<file path="src/rtl/alu_multicycle_unit.sv">
// alu_multicycle_unit: ALU with single-cycle ops and iterative one-bit-per-clock shifts
module alu_multicycle_unit #(
  parameter int WIDTH  = 32,
  parameter int PC_INC = 4
) (
  input  logic             clk,
  input  logic             reset,
  input  logic             start_i,
  input  logic [3:0]       ALU_Operation_i,
  input  logic [WIDTH-1:0] A_i,
  input  logic [WIDTH-1:0] B_i,
  output logic [WIDTH-1:0] result_o,
  output logic             branch_taken_o,
  output logic             busy_o,
  output logic             done_o
);
  localparam int SW = $clog2(WIDTH);
  localparam logic [3:0] OP_ADD = 4'b0000, OP_SUB = 4'b0001, OP_AND = 4'b0010,
    OP_OR = 4'b0011, OP_XOR = 4'b0100, OP_LUI = 4'b0101, OP_SRL = 4'b0110,
    OP_SLL = 4'b0111, OP_BEQ = 4'b1000, OP_BNE = 4'b1010, OP_BLT = 4'b1011,
    OP_BGE = 4'b1100, OP_JAL = 4'b1101;
  typedef enum logic {IDLE, SHIFT} state_t;
  state_t           state_q, state_d;
  logic [WIDTH-1:0] shreg_q, shreg_d, result_q, result_d, alu_res, sh_next;
  logic [SW-1:0]    cnt_q, cnt_d, amt;
  logic             sll_q, sll_d, branch_q, branch_d, done_q, done_d, alu_br, is_shift;
  assign amt            = B_i[SW-1:0];
  assign is_shift       = (ALU_Operation_i == OP_SRL) || (ALU_Operation_i == OP_SLL);
  assign sh_next        = sll_q ? shreg_q << 1 : shreg_q >> 1;
  assign result_o       = result_q;
  assign branch_taken_o = branch_q;
  assign busy_o         = (state_q == SHIFT);
  assign done_o         = done_q;
  // single-cycle datapath; a zero-amount shift passes A through unchanged
  always_comb begin
    alu_res = '0;
    alu_br  = 1'b0;
    case (ALU_Operation_i)
      OP_ADD:         alu_res = A_i + B_i;
      OP_SUB:         alu_res = A_i - B_i;
      OP_AND:         alu_res = A_i & B_i;
      OP_OR:          alu_res = A_i | B_i;
      OP_XOR:         alu_res = A_i ^ B_i;
      OP_LUI:         alu_res = B_i;
      OP_SRL, OP_SLL: alu_res = A_i;
      OP_BEQ:         alu_br  = (A_i == B_i);
      OP_BNE:         alu_br  = (A_i != B_i);
      OP_BLT:         alu_br  = ($signed(A_i) < $signed(B_i));
      OP_BGE:         alu_br  = ($signed(A_i) >= $signed(B_i));
      OP_JAL:         alu_res = A_i + WIDTH'(PC_INC);
      default:        alu_res = '0;
    endcase
  end
  // next-state: accept in IDLE, shift one bit per clock in SHIFT, publish on the last bit
  always_comb begin
    state_d  = state_q;
    shreg_d  = shreg_q;
    cnt_d    = cnt_q;
    sll_d    = sll_q;
    result_d = result_q;
    branch_d = branch_q;
    done_d   = 1'b0;
    if (state_q == IDLE) begin
      if (start_i && is_shift && amt != '0) begin
        shreg_d = A_i;
        cnt_d   = amt;
        sll_d   = ALU_Operation_i[0];
        state_d = SHIFT;
      end else if (start_i) begin
        result_d = alu_res;
        branch_d = alu_br;
        done_d   = 1'b1;
      end
    end else begin
      shreg_d = sh_next;
      cnt_d   = cnt_q - SW'(1);
      if (cnt_q == SW'(1)) begin
        result_d = sh_next;
        branch_d = 1'b0;
        done_d   = 1'b1;
        state_d  = IDLE;
      end
    end
  end
  // state and registered outputs; reset discards any in-flight shift
  always_ff @(posedge clk or negedge reset) begin
    if (!reset) begin
      state_q  <= IDLE;
      shreg_q  <= '0;
      cnt_q    <= '0;
      sll_q    <= 1'b0;
      result_q <= '0;
      branch_q <= 1'b0;
      done_q   <= 1'b0;
    end else begin
      state_q  <= state_d;
      shreg_q  <= shreg_d;
      cnt_q    <= cnt_d;
      sll_q    <= sll_d;
      result_q <= result_d;
      branch_q <= branch_d;
      done_q   <= done_d;
    end
  end
endmodule

</file>
<file path="config.mk">
export PLATFORM = sky130hd
export DESIGN_NAME = alu_multicycle_unit
export DESIGN_NICKNAME = d
export VERILOG_FILES = /design/src/rtl/alu_multicycle_unit.sv
export SDC_FILE = /design/constraint.sdc
export NUM_CORES = 1
export LEC_CHECK = 0
export ABC_AREA = 0
export ABC_CLOCK_PERIOD_IN_PS = 2100
export CORE_MARGIN = 2
export CORE_UTILIZATION = 58
export DETAILED_ROUTE_END_ITERATION = 10
export DONT_BUFFER_PORTS = 1
export MAX_ROUTING_LAYER = met4
export PLACE_DENSITY = 0.86
export SLEW_MARGIN = 20
export SYNTH_ARGS = -nofsm -noshare
export SYNTH_HDL_FRONTEND = slang
export SYNTH_SLANG_ARGS = --single-unit
</file>
<file path="constraint.sdc">
create_clock -name clk -period 2.1 [get_ports clk]
set_clock_uncertainty 0.15 [all_clocks]
set_input_delay 0.42 -clock clk [delete_from_list [all_inputs] [get_ports clk]]
set_output_delay 0.42 -clock clk [all_outputs]
set_load 0.02 [all_outputs]
</file>
==> flow_summary.yaml, run 1 <==
floorplan:
  pin_count: 106
  num_rows: 48
  die_x_um: 137
  start_util_pct: 59.1
  die_y_um: 137
cts:
  ctsHtreeMaxLevel: 3
  root_buffer: "clkbuf_16"
  numClockSinks: 73
  cts.path.max_buffers: 2
  cts_inserted_buffers: 9
synth:
  ys_seq_elements: 73
  synthArstFlopShare_pct: 100
  synth_top_flop_cell: "dfrtp_1"
  synth_top_area_share_pct: 17.9
  synth.area.top_cells: "dfrtp_1, ha_1, a21oi_1"
  syn-cell-area_sq_um: 10200
  synth.largest_area_cell: "dfrtp_1"
  ys_seq_area_share_pct: 17.9
  syn_inst: 1408
  ys_warn_count: 0
  avgSynthCellArea_sq_um: 7.24
  synth_edf_count: 0
  yosysUniqueCellTypes: 79
  synth_fp_nets: 1598
global_routing:
  gr-usage-all-layers_pct: 81.5
  grt_first_pass_wirelength_um: 111000
  grt_overflow_total: 71
  grt_pass1_vias: 17800
  grt_max_degree: 74
place:
  place_congestion: 1.13
  port_buffers: 0
  hpwl_um: 36700
run_status:
  lastStage: "global routing"
  error_line: "[ERROR GRT-0116] Global routing finished with congestion. Check the congestion regions in the DRC Viewer."
  status: "did not finish"
logic make-up after synthesis:
| kind of cell | share of synthesized area [%] |
|---|---|
| multiplexers | 3.79 |
| AND/OR/NAND/NOR | 19.8 |
| flip-flops | 17.9 |
| AO/OA/AOI/OAI | 33.7 |
| XOR/XNOR | 2.75 |
| buffers and inverters | 7.28 |
| adder cells (fa/ha/maj) | 14.8 |
through the flow:
step | setup TNS (ns) | hold slack [ns] | worst slack [ns] | cell area (sq um) | std cells
4_1_cts | -10.59 | -0.390 | -0.575 | 15000 | 1962
2_1_floorplan | -11.55 | -0.0256 | -0.644 | 11000 | 1408
3_5_place_dp | -33.58 | -0.0218 | -0.995 | 13800 | 1912
3_3_place_gp | -29.69 | -0.0224 | -0.855 | 13800 | 1912
per-layer routing:
layer / track usage [%] / GRT overflow
met3: 68.9 / 3
met2: 92.7 / 32
met1: 82.0 / 3
met5: - / -
met4: 76.5 / 33
timing repair:
action	CTS
buffers inserted	36
cloned	1
setup endpoints to repair	34
pin swaps	76
resized for setup	131
hold endpoints to repair	73
cells in the mapped netlist (all sizes together), types with 14 or more instances:
cell	instances
xnor2	30
o21ai	110
nor2	141
nor3	24
and3	14
o21bai	14
ha	117
a31oi	28
clkbuf	83
a221oi	27
nor4	21
a21oi	151
o221ai	15
nand3	35
o211ai	24
a211oi	14
mux2	29
inv	101
nand2	123
a21o	19
dfrtp	73
==> inputs of run 2 (changes only) <==
--- a/config.mk
+++ b/config.mk
@@ -6,13 +6,12 @@
 export NUM_CORES = 1
 export LEC_CHECK = 0
 export ABC_AREA = 0
-export ABC_CLOCK_PERIOD_IN_PS = 2100
+export ABC_CLOCK_PERIOD_IN_PS = 2700
 export CORE_MARGIN = 2
-export CORE_UTILIZATION = 58
+export CORE_UTILIZATION = 40
 export DETAILED_ROUTE_END_ITERATION = 10
 export DONT_BUFFER_PORTS = 1
-export MAX_ROUTING_LAYER = met4
-export PLACE_DENSITY = 0.86
+export PLACE_DENSITY_LB_ADDON = 0.15
 export SLEW_MARGIN = 20
 export SYNTH_ARGS = -nofsm -noshare
 export SYNTH_HDL_FRONTEND = slang
==> constraint.sdc (replaced) <==
create_clock -name clk -period 2.7 [get_ports clk]
set_clock_uncertainty 0.15 [all_clocks]
set_input_delay 0.54 -clock clk [delete_from_list [all_inputs] [get_ports clk]]
set_output_delay 0.54 -clock clk [all_outputs]
set_load 0.02 [all_outputs]
==> run 2 against run 1 <==
The flow now finishes, with violations (setup timing). Synthesized cell count did not move. Area after synthesis did not move.
==> flow_summary.yaml, run 2 <==
place:
  place_area_sq_um: 13300
  hpwl_um: 35400
  port_buffers: 0
  place_congestion: 0.982
floorplan:
  die_x_um: 164
  pin_count: 106
  die_y_um: 164
  die_area_sq_um: 26800
  start_util_pct: 40.6
  core_sq_um: 25100
  num_rows: 58
timing:
  holdWs_ns: 0.198
  setup_viol: 6
  finalWorstSetupSlack_ns: -0.0606
  rsz0062_at_grt: "true"
  post-route-min-period_ns: 2.76
  worst_pin_slew_ns: 0.684
  timing.fmax_mhz: 362
  slew_headroom_pct: 54.4
  post-route-period-util_pct: 102
  slew_violations: 0
  hold_viol_final: 0
pwr:
  p_leak_nw: 6.31
  power_density_nw_per_um2: 542
  ir_worst_vdd_v: 0.000870
setup_path:
  critPathLaunchType: "primary input"
  critPathLaunch: "A_i[16]"
  cp_data_arrival_time_ns: 2.85
  cp-end-kind: "flop"
  cp.required_ns: 2.79
  regToRegSetupSlack_ns: 0.09
  critPathKind: "primary input to flop"
  r2r-start: "cnt_q[1]$_DFFE_PN0P_"
  path_max_fanout: 7
cts:
  root_buffer: "clkbuf_16"
  path_clk_slew_ns: 0.06
  ctsHtreeMaxLevel: 3
  numClockSinks: 73
  cts_tree: "yes"
  cts.path.max_buffers: 2
  clk_latency_ns: 0.36
  cts_inserted_buffers: 9
run_status:
  violations: "setup timing"
  status: "finished, violations left"
synth:
  yosys.cell_count.top_type: "a21oi_1"
  yosysUniqueCellTypes: 79
  ys_seq_area_share_pct: 17.9
  synth_edf_count: 0
  syn_inst: 1408
  synthTopCellsByCount: "a21oi_1, nor2_1, nand2_1"
  synth_top_area_share_pct: 17.9
  synth_fp_nets: 1598
  synth.largest_area_cell: "dfrtp_1"
  ys_seq_elements: 73
  ys_warn_count: 0
  synth.area.top_cells: "dfrtp_1, ha_1, a21oi_1"
  avgSynthCellArea_sq_um: 7.24
  syn-cell-area_sq_um: 10200
  synthArstFlopShare_pct: 100
  synth_top_flop_cell: "dfrtp_1"
routing:
  ant_nets: 0
  drtIter0Drc: 1412
  detail_route.first_pass.iterations: 5
  wirelength_um: 46100
  route.detailed.wl_per_inst_um: 23.2
  num_vias: 12400
  via_per_inst: 6.22
  drc_errors: 0
global_routing:
  grt_first_pass_wirelength_um: 68800
  grt_pass1_vias: 11600
  grt_overflow_total: 0
  antenna_found_initial: 0
  grt_max_degree: 80
  gr-usage-all-layers_pct: 33.7
cells_and_area:
  diodes: 0
  final_cell_mix: "buf_4, a21oi_1, nor2_1"
  syn_to_final_growth_pct: 40.7
  layout.nets: 1845
  fin_area_sq_um: 14300
  drive_gt1_share_pct: 32.3
  final_common_cell: "buf_4"
flow_run:
  cap_violations: 0
hold_path:
  hp-start: "ALU_Operation_i[0]"
  timing.hold.worst.class: "primary input to flop"
[run 2: cell counts after synthesis]
No cell type changed its count.
[run 2: cell families (layout without fill, tap and decap cells)]
kind of cell,after synthesis,in the layout,share of synthesized area [%]
AO/OA/AOI/OAI,526,526,33.7
AND/OR/NAND/NOR,426,426,19.8
buffers and inverters,197,449,7.28
adder cells (fa/ha/maj),119,119,14.8
flip-flops,73,73,17.9
multiplexers,35,35,3.79
XOR/XNOR,32,32,2.75
[run 2: final timing paths]
check                                      endpoint  cells after the start
min in group asynchronous    shreg_q[9]$_DFFE_PN0P_                      2
setup reg to reg           result_o[31]$_DFFE_PN0P_                     10
setup / recovery           result_o[31]$_DFFE_PN0P_                     11
hold / removal                    sll_q$_DFFE_PN0P_                      1
max in group asynchronous  result_o[16]$_DFFE_PN0P_                      2
hold reg to reg                cnt_q[1]$_DFFE_PN0P_                      1
[run 2: stage by stage]
stage | power (mW) | setup TNS [ns] | utilization [%] | std cells | setup WS, ns
final | 7.78 | -0.221 | 57.1 | 1990 | -0.0606
after global routing | 8.21 | -1.32 | 57.1 | 1990 | -0.123
after CTS | 7.54 | -0.0815 | 55.3 | 1982 | -0.0526
after detailed placement | 6.04 | -10.82 | 52.9 | 1958 | -0.573
after global placement | 5.99 | -10.32 | 52.9 | 1958 | -0.597
after floorplan | 4.50 | -0.725 | - | 1408 | -0.164
[run 2: what timing repair did]
action,4_1_cts,5_1_grt
hold endpoints to repair,73,0
hold buffers,2,0
gates resized for setup,35,81
gates cloned,0,0
buffers inserted,7,9
pin swaps,14,60
setup endpoints to repair,18,25
[run 2: per-layer routing]
| layer | part of all wire (%) | global-route usage [%] |
|---|---|---|
| met5 | 0 | 0 |
| met4 | 3.0 | 9.89 |
| met3 | 12 | 8.81 |
| met2 | 42 | 49.8 |
| met1 | 43 | 48.0 |
[run 2: worst max-delay path: stages]
cell and delay, ns:
inv_1 0.03, ha_1 0.33, a211oi_1 0.34, o211ai_1 0.17
a221oi_2 0.39, o21ai_0 0.22, a31oi_4 0.27, o31ai_2 0.12
xnor2_1 0.13, nor2_1 0.05, o31a_1 0.25
[run 2: final cells by class]
type,instances,area (sq um)
clock buffer,9,225
timing repair buffer,332,2720
tap,330,413
clock inverter,7,101
inverter,101,424
fill,2415,10800
sequential,73,1830
multi-input combinational,1138,8620
[run 2: report_power, final]
| part | internal (mW) | total (mW) | switching, mW |
|---|---|---|---|
| clock | 0.819 | 1.41 | 0.588 |
| sequential | 1.55 | 2.24 | 0.689 |
| combinational | 1.87 | 4.13 | 2.27 |
| total | 4.23 | 7.78 | 3.54 |
Power figures use the tool's default switching activity.
==> inputs of run 3 (changes only) <==
--- a/config.mk
+++ b/config.mk
@@ -8,7 +8,7 @@
 export ABC_AREA = 0
 export ABC_CLOCK_PERIOD_IN_PS = 2700
 export CORE_MARGIN = 2
-export CORE_UTILIZATION = 40
+export CORE_UTILIZATION = 50
 export DETAILED_ROUTE_END_ITERATION = 10
 export DONT_BUFFER_PORTS = 1
 export PLACE_DENSITY_LB_ADDON = 0.15
@@ -16,3 +16,4 @@
 export SYNTH_ARGS = -nofsm -noshare
 export SYNTH_HDL_FRONTEND = slang
 export SYNTH_SLANG_ARGS = --single-unit
+export TNS_END_PERCENT = 1
==> run 3 against run 2 <==
The flow still finishes with violations (setup timing). Utilization increased by 12 points. Maximum frequency decreased by 3.3%. Sequential power increased by 2%. Combinational power decreased by 3%. Largest cell class unchanged.
==> flow_summary.yaml, run 3 (synthesis results as in run 2) <==
run_status:
  status: "finished, violations left"
  violations: "setup timing"
global_routing:
  grt_pass1_vias: 11900
  grt_overflow_total: 0
  gr-usage-all-layers_pct: 40.9
  antenna_found_initial: 1
  grt_first_pass_wirelength_um: 68900
  grt_max_degree: 74
timing:
  holdWs_ns: 0.210
  slew_headroom_pct: 50.4
  finalWorstSetupSlack_ns: -0.155
  setup_viol: 19
  post-route-min-period_ns: 2.85
  worst_pin_slew_ns: 0.744
  hold_viol_final: 0
  slew_violations: 0
  timing.fmax_mhz: 350
  post-route-period-util_pct: 106
  rsz0062_at_grt: "true"
routing:
  wirelength_um: 45300
  num_vias: 12700
  via_per_inst: 6.54
  route.detailed.wl_per_inst_um: 23.4
  detail_route.first_pass.iterations: 8
  drtIter0Drc: 1631
  wl_met2_um: 18700
  routed.top_layer: "met4"
  wl_met3_um: 6180
  ant_nets: 0
  wl_met1_um: 19000
  drc_errors: 0
cells_and_area:
  drive_gt1_share_pct: 30.2
  fin_area_sq_um: 13900
  diodes: 0
  layout.nets: 1853
  final_common_cell: "buf_4"
  syn_to_final_growth_pct: 36.5
  final_cell_mix: "buf_4, a21oi_1, nor2_1"
setup_path:
  cp_data_arrival_time_ns: 2.89
  cp_cell_sequence: "inv_1 > ha_4 > a2111oi_2 > o21a_1 > buf_4 > o21a_1 > o21ai_0 > a221o_1 > a221oi_4 > o221ai_1"
  worstReg2RegEnd: "result_o[25]$_DFFE_PN0P_"
  path_max_fanout: 7
  critPathLaunchType: "primary input"
  cp.required_ns: 2.74
  max_stage_delay_ns: 0.40
  crit_buf_inv: 2
  critPathKind: "primary input to flop"
  path_delay_family: "compound AO/OA/AOI/OAI gates"
  crit_top_cell: "o21a_1"
  cp_slowest_cell: "a221o_1"
  critPathLaunch: "B_i[4]"
  endpoint: "result_o[11]$_DFFE_PN0P_"
  regToRegSetupSlack_ns: 0.08
  reg2reg_depth: 11
  worstSetupPathDepth: 10
  cp-end-kind: "flop"
  r2r-start: "cnt_q[1]$_DFFE_PN0P_"
cts:
  cts_inserted_buffers: 9
  cts_tree: "yes"
  numClockSinks: 73
  ctsHtreeMaxLevel: 3
  clk_latency_ns: 0.34
  path_clk_slew_ns: 0.07
  root_buffer: "clkbuf_16"
  cts.path.max_buffers: 2
place:
  place_congestion: 0.999
  port_buffers: 0
  place_area_sq_um: 12900
  hpwl_um: 35000
floorplan:
  start_util_pct: 50.7
  die_y_um: 147
  pin_count: 106
  core_sq_um: 20100
  die_area_sq_um: 21500
  die_x_um: 147
  num_rows: 52
pwr:
  p_leak_nw: 6.27
  ir_worst_vdd_v: 0.000367
  power_density_nw_per_um2: 537
flow_run:
  cap_violations: 0
hold_path:
  timing.hold.worst.class: "primary input to flop"
run 3: cell count changes in the layout (fill, tap and decap cells not counted), moves of 4 or more:
cell | previous run | this run
a31oi_1 | 20 | 25
inv_2 | 10 | 3
inv_1 | 81 | 96
a221oi_2 | 9 | 4
o21ai_0 | 86 | 92
buf_4 | 310 | 323
a31oi_4 | 5 | 0
o21ai_1 | 16 | 12
buf_12 | 15 | 9
run 3: layout make-up:
type / instances / area [sq um]
clock inverter: 7 / 60.1
clock buffer: 9 / 225
multi-input combinational: 1138 / 8360
timing repair buffer: 340 / 2710
sequential: 73 / 1830
inverter: 101 / 387
tap: 270 / 338
fill: 1663 / 6190
run 3: worst min path at each step:
| stage | start | slack (ns) | end | cells after the start |
|---|---|---|---|---|
| after floorplan | reset | 0.09 | branch_taken_o$_DFFE_PN0P_ | 0 |
| after global placement | reset | 0.1 | result_o[16]$_DFFE_PN0P_ | 0 |
| after detailed placement | reset | 0.1 | result_o[13]$_DFFE_PN0P_ | 0 |
| after CTS | ALU_Operation_i[0] | 0.21 | sll_q$_DFFE_PN0P_ | 1 |
| after global routing | ALU_Operation_i[0] | 0.20 | sll_q$_DFFE_PN0P_ | 1 |
| final | ALU_Operation_i[0] | 0.21 | sll_q$_DFFE_PN0P_ | 1 |
run 3: repair_timing:
item                                    in CTS  in global routing
endpoints found under the setup margin      25                 25
hold buffers                                 2                  0
pin swaps                                   24                 32
setup buffers                                2                  9
gates resized for setup                     64                 57
hold endpoints to repair                    73                  0
run 3: layer usage:
metal | GRT usage (%) | up-vias
li1 | - | 5689
met1 | 59.4 | 6010
met2 | 59.1 | 855
met3 | 11.7 | 122
met4 | 11.1 | 0
met5 | 0 | -
run 3: report_power, final:
| group | switching (mW) | internal (mW) |
|---|---|---|
| clock network | 0.549 | 0.639 |
| registers | 0.729 | 1.55 |
| logic | 2.19 | 1.81 |
| total | 3.47 | 4.00 |
run 3: worst reg2reg max path, cell delays in order, from the launching register on:
cell	delay (ns)
dfrtp_1	0.40
inv_1	0.09
ha_1	0.14
nor4b_1	0.36
nand2_1	0.10
o21a_1	0.13
buf_4	0.14
inv_1	0.13
buf_12	0.15
o2111ai_1	0.16
a2111o_1	0.41
and3_1	0.17
run 3: per-stage QoR:
stage	util, %	worst slack (ns)	TNS (ns)	total power, mW	cells
floorplan	-	-0.216	-3.38	4.39	1408
global placement	64.1	-0.952	-13.42	5.84	1911
detailed placement	64.1	-0.940	-14.87	5.93	1911
CTS	67.5	-0.0847	-0.720	7.24	1930
global route	69.2	-0.210	-3.02	7.88	1938
finish	69.2	-0.155	-1.19	7.47	1938
